File: config.mk
export PLATFORM = sky130hd
export DESIGN_NAME = decimal_entry
export DESIGN_NICKNAME = d
export VERILOG_FILES = /design/src/rtl/decimal_entry.sv
export SDC_FILE = /design/constraint.sdc
export NUM_CORES = 1
export LEC_CHECK = 0
export CAP_MARGIN = 20
export CORE_MARGIN = 1
export CORE_UTILIZATION = 52
export DETAILED_ROUTE_END_ITERATION = 8
export PLACE_DENSITY_LB_ADDON = 0.12
export RECOVER_POWER = 50
export SLEW_MARGIN = 10
export SYNTH_ARGS = -nofsm -noshare
export SYNTH_HDL_FRONTEND = slang
export SYNTH_SLANG_ARGS = --single-unit
export TNS_END_PERCENT = 5
File: constraint.sdc
create_clock -name CLOCK_50 -period 5.3 [get_ports CLOCK_50]
set_input_delay 0.53 -clock CLOCK_50 [delete_from_list [all_inputs] [get_ports CLOCK_50]]
set_output_delay 0.53 -clock CLOCK_50 [all_outputs]
set_load 0.02 [all_outputs]
File: src/rtl/decimal_entry.sv
// Keypad-style decimal entry: BCD digits are shifted in one at a time from SW on
// debounced enterBtn presses. A debounced commitBtn press converts them to binary
// sequentially, one multiply-by-10 accumulate step per clock, most significant digit first.
module decimal_entry #(
    parameter int unsigned NUM_DIGITS      = 9,
    parameter int unsigned BIN_W           = 30,
    parameter int unsigned DEBOUNCE_CYCLES = 500000
) (
    input  logic                    CLOCK_50,
    input  logic                    reset_n,
    input  logic [3:0]              SW,
    input  logic                    enterBtn,
    input  logic                    commitBtn,
    output logic [4*NUM_DIGITS-1:0] digits_o,
    output logic [3:0]              count,
    output logic [BIN_W-1:0]        value,
    output logic                    valid,
    output logic                    busy,
    output logic                    error
);

    localparam int unsigned CntW = $clog2(DEBOUNCE_CYCLES + 1);
    localparam int unsigned IdxW = (NUM_DIGITS > 1) ? $clog2(NUM_DIGITS) : 1;
    localparam int unsigned DigW = 4 * NUM_DIGITS;
    localparam logic [CntW-1:0] DbMax   = CntW'(DEBOUNCE_CYCLES);
    localparam logic [3:0]      MaxCnt  = 4'(NUM_DIGITS);
    localparam logic [IdxW-1:0] LastIdx = IdxW'(NUM_DIGITS - 1);

    typedef enum logic {StEntry, StConvert} state_e;

    // Button conditioning, bit 0 = enter, bit 1 = commit (both active low)
    logic [1:0]      btn_raw;
    logic [1:0]      sync1_q, sync2_q;
    logic [1:0]      stable_q, stable_prev_q;
    logic [CntW-1:0] db_cnt_q [2];
    logic            enter_ev, commit_ev;

    assign btn_raw = {commitBtn, enterBtn};

    // Synchronize, debounce and remember the previous stable level for edge detection
    always_ff @(posedge CLOCK_50 or negedge reset_n) begin
        if (!reset_n) begin
            sync1_q       <= '1;
            sync2_q       <= '1;
            stable_q      <= '1;
            stable_prev_q <= '1;
            db_cnt_q[0]   <= '0;
            db_cnt_q[1]   <= '0;
        end else begin
            sync1_q       <= btn_raw;
            sync2_q       <= sync1_q;
            stable_prev_q <= stable_q;
            for (int i = 0; i < 2; i++) begin
                // sync1 != sync2 means the synchronized level changes at this edge
                if (sync1_q[i] != sync2_q[i]) begin
                    db_cnt_q[i] <= '0;
                end else if (db_cnt_q[i] == DbMax) begin
                    stable_q[i] <= sync2_q[i];
                end else begin
                    db_cnt_q[i] <= db_cnt_q[i] + 1'b1;
                end
            end
        end
    end

    // Press (1->0) of the stable level gives a one-cycle event
    assign enter_ev  = stable_prev_q[0] & ~stable_q[0];
    assign commit_ev = stable_prev_q[1] & ~stable_q[1];

    // Entry / conversion state
    state_e           state_q, state_d;
    logic [DigW-1:0]  digits_q, digits_d;
    logic [3:0]       count_q, count_d;
    logic [BIN_W-1:0] value_q, value_d;
    logic [BIN_W-1:0] acc_q, acc_d;
    logic [IdxW-1:0]  idx_q, idx_d;
    logic             valid_q, valid_d;
    logic             error_q, error_d;
    logic [3:0]       cur_digit;

    assign cur_digit = digits_q[{idx_q, 2'b00} +: 4];

    // State register
    always_ff @(posedge CLOCK_50 or negedge reset_n) begin
        if (!reset_n) begin
            state_q  <= StEntry;
            digits_q <= '0;
            count_q  <= '0;
            value_q  <= '0;
            acc_q    <= '0;
            idx_q    <= '0;
            valid_q  <= 1'b0;
            error_q  <= 1'b0;
        end else begin
            state_q  <= state_d;
            digits_q <= digits_d;
            count_q  <= count_d;
            value_q  <= value_d;
            acc_q    <= acc_d;
            idx_q    <= idx_d;
            valid_q  <= valid_d;
            error_q  <= error_d;
        end
    end

    // Next-state: digit entry, commit handling and the convert loop
    always_comb begin
        state_d  = state_q;
        digits_d = digits_q;
        count_d  = count_q;
        value_d  = value_q;
        acc_d    = acc_q;
        idx_d    = idx_q;
        valid_d  = valid_q;
        error_d  = error_q;

        unique case (state_q)
            StEntry: begin
                // Commit takes priority; a simultaneous enter is silently dropped
                if (commit_ev) begin
                    if (count_q == 4'd0) begin
                        error_d = 1'b1;
                    end else begin
                        acc_d   = '0;
                        idx_d   = LastIdx;
                        state_d = StConvert;
                    end
                end else if (enter_ev) begin
                    if (SW > 4'd9 || count_q == MaxCnt) begin
                        error_d = 1'b1;
                    end else begin
                        digits_d = {digits_q[DigW-5:0], SW};
                        count_d  = count_q + 4'd1;
                        error_d  = 1'b0;
                        valid_d  = 1'b0;
                    end
                end
            end
            StConvert: begin
                // acc * 10 + digit; unused leading digits are zero
                acc_d = (acc_q << 3) + (acc_q << 1) + BIN_W'(cur_digit);
                idx_d = idx_q - 1'b1;
                if (idx_q == '0) begin
                    value_d  = acc_d;
                    valid_d  = 1'b1;
                    digits_d = '0;
                    count_d  = '0;
                    error_d  = 1'b0;
                    state_d  = StEntry;
                end
            end
            default: state_d = StEntry;
        endcase
    end

    assign digits_o = digits_q;
    assign count    = count_q;
    assign value    = value_q;
    assign valid    = valid_q;
    assign busy     = (state_q == StConvert);
    assign error    = error_q;

endmodule
==> out/results.ini, run 1 <==
[outcome]
outcome=finished, violations left
failed_checks=capacitance limit, slew limit

[routing]
post_drt_wl_per_cell_microns=16.7
drt_iter0_markers=397
vias_per_cell=5.67
vias=6410
routed_wl_mm=18.9
drc_errors=0
antenna_left=0
first_pass_iters=5

[flow_run]
cap_violations=2

[layout]
fillers=1259
final_util=0.642
area_growth_pct=19.2
drive_gt1_frac=0.0870
postLayoutCellArea_sq_um=9870
final_net_count=980
fin_cells=1131
diodes=0

[grt]
grt_pass1_wl_mm=32.4
grt_max_degree=96
grt_pass1_vias=6479
grtUsageTotal=0.251
antenna_found_initial=0
grt_remaining_overflow=0

[synthesis]
synthTopCellsByCount=dfrtp_1, nand2_1, nor2_1, ha_1, nand3_1
synthesis.nets=904
syn_avg_cell_area_sq_um=9.96
yosysSeqAreaShare=0.461
syn_area_sq_um=8280
ys.flop_type=dfrtp_1
yosys-top-cells-area=dfrtp_1, ha_1, nand2_1, xor2_1, nor2_1
ys_async_sr_fraction=1.00
yosysUniqueCellTypes=55
synthMostInstantiatedCell=dfrtp_1
yosysTopAreaCell=dfrtp_1
synth_edf_count=0
synth-seq-cells=152
ys.warnings.count=0
postSynthCellCount=831
yosysTopAreaCellShare=0.435

[floorplanning]
die_y_microns=128
die_w_microns=128
die_area_sq_um=16400
rows=45
start_util=0.538
coreArea_sq_um=15400
boundaryPins=81

[worst_setup_path]
path_buf_inv=0
critPathLaunch=idx_q[0]$_DFFE_PN0P_
timing.rr.start=idx_q[0]$_DFFE_PN0P_
start_kind=register
critical_path_arrival_ns=4.93
cp_slowest_cell=dfrtp_1
max_stage_delay_ns=0.75
required_ns=5.62
setup.worst_path.class=reg -> reg
endpoint_kind=register
cp_cell_sequence=mux4_2 > a22oi_1 > nor2_1 > a31oi_1 > fa_1 > fa_1 > nor2b_1 > o2111ai_1 > a21oi_2 > nor4b_4 > nor4_1 > o31a_1 > xor2_1 > mux2_2
worstPathMaxFanout=13
cpMostUsedCell=fa_1
path_delay_family=compound AO/OA/AOI/OAI gates

[sta]
fin_tns_setup_ns=0
fin_ws_ns=0.688
drv_slew=132
tightest_slew_ns=4.12
finalHoldViolations=0
rsz0062_at_grt=no
fmax_ghz=0.217
finalCritPeriodShare=0.870
maxSlewHeadroom=-1.75
finalClockSkew_ns=0.0135
setup_viol_count_final=0
period_needed_ns=4.61

[placement]
dpl_cell_area_sq_um=9300
gp_congestion=0.845
port_buffers=80
post-place-ws_ns=0.701
place_inst=1099
hpwlAfterDp_mm=13.0

[pwr]
power_density_nw_per_um2=246
combPwrFrac=0.027
seqPwrFrac=0.486
peakVddDrop_v=0.000214
p_int_mw=1.82
clockPowerShare=0.487
p_leak_nw=4.95
swShare=0.252
netSwitchingPower_uw=614

[clock_network]
clk_pin_slew_worst_paths_ns=0.07
cts_root_buf=clkbuf_16
cts_max_path_buffers=2
clk_latency_ns=0.44
postCtsSetupBuffers=0
holdBufCountCts=0
cts.sinks=152
cts_buffers=17
cts_tree=done
cts_resized=0
cts.htree.levels=4

[worst_hold_path]
min_from=sync1_q[0]$_DFF_PN1_
hp-class=reg -> reg

==> power by group through the flow <==
| stage | clock network (mW) | logic (mW) | registers, mW |
|---|---|---|---|
| 3_3_place_gp | 0 | 0.0658 | 1.20 |
| 5_1_grt | 1.25 | 0.0778 | 1.18 |
| 6_report | 1.18 | 0.0651 | 1.18 |
| 2_1_floorplan | 0 | 0.0290 | 1.20 |
| 3_5_place_dp | 0 | 0.0696 | 1.20 |
| 4_1_cts | 1.21 | 0.0699 | 1.18 |
==> layout make-up <==
type	count	area, sq um	area share
Sequential cell	152	3810	0.386
Inverter	26	97.6	0.00989
Clock buffer	17	425	0.0431
Timing Repair Buffer	89	856	0.0867
Multi-Input combinational cell	621	4260	0.431
Clock inverter	15	154	0.0156
Tap cell	211	264	0.0268
==> kinds of logic after synthesis <==
family,count (synthesis),share of synthesized area
xor gates and xnor gates,62,0.0656
AOI/OAI and AO/OA,142,0.117
and+or+nand+nor,322,0.178
DFF,152,0.461
buffers and inverters,58,0.0263
adders and majority gates,65,0.100
muxes,30,0.0519
==> worst register-to-register path: cells and delay by family, from the launching register on <==
kind	cells	cell delay, ns
adders and majority gates	2	0.98
xor gates and xnor gates	1	0.08
DFF	1	0.75
and+or+nand+nor	4	0.74
muxes	2	0.85
AOI/OAI and AO/OA	5	1.09
==> sequential cells by signal (all words and copies together), names as in the netlist <==
| signal | flops |
|---|---|
| error | 1 |
| idx_q | 4 |
| db_cnt_q | 38 |
| sync2_q | 2 |
| count | 4 |
| sync1_q | 2 |
| acc_q | 29 |
| valid | 1 |
| stable_q | 2 |
| value | 30 |
| busy | 1 |
| stable_prev_q | 2 |
| digits_o | 36 |
==> routing by layer <==
layer,up-vias,wire length [microns],GRT usage
met1,3153,8670,0.334
met3,18,863,0.0563
met2,152,9120,0.407
li1,3087,-,-
met4,0,221,0.0789
met5,-,0,0
==> worst paths after layout <==
check / endpoint / cells past startpoint / slack [ns]
hold reg to reg: sync2_q[0]$_DFF_PN1_ / 0 / 0.40
min in group asynchronous: value[9]$_DFFE_PN0P_ / 1 / 1.70
hold / removal: sync2_q[0]$_DFF_PN1_ / 0 / 0.40
setup reg to reg: value[26]$_DFFE_PN0P_ / 14 / 0.69
setup / recovery: value[26]$_DFFE_PN0P_ / 14 / 0.69
max in group asynchronous: value[1]$_DFFE_PN0P_ / 2 / 1.24
==> placed cells by master, fill, tap and decap left out, types with 26 or more instances in the layout <==
cell,instances
dfrtp_1,144
nand2_1,126
clkdlybuf4s50_1,77
nor2_1,74
ha_1,63
nand3_1,55
xor2_1,33
a21oi_1,30
xnor2_1,29
a22o_1,26
==> per-stage QoR <==
step,power (mW),hold slack (ns)
2_1_floorplan,1.23,0.234
3_3_place_gp,1.27,0.369
3_5_place_dp,1.27,0.376
4_1_cts,2.46,0.217
5_1_grt,2.51,0.413
6_report,2.43,0.404
Note: power is estimated with default switching activity, not from simulation.
==> inputs of run 2 (changes only) <==
CORE_MARGIN = not set   (was 1)
CTS_CLUSTER_DIAMETER = 40   (was not set)
==> results of run 2 <==
Final layout, timing and power as in run 1 (identical DEF).
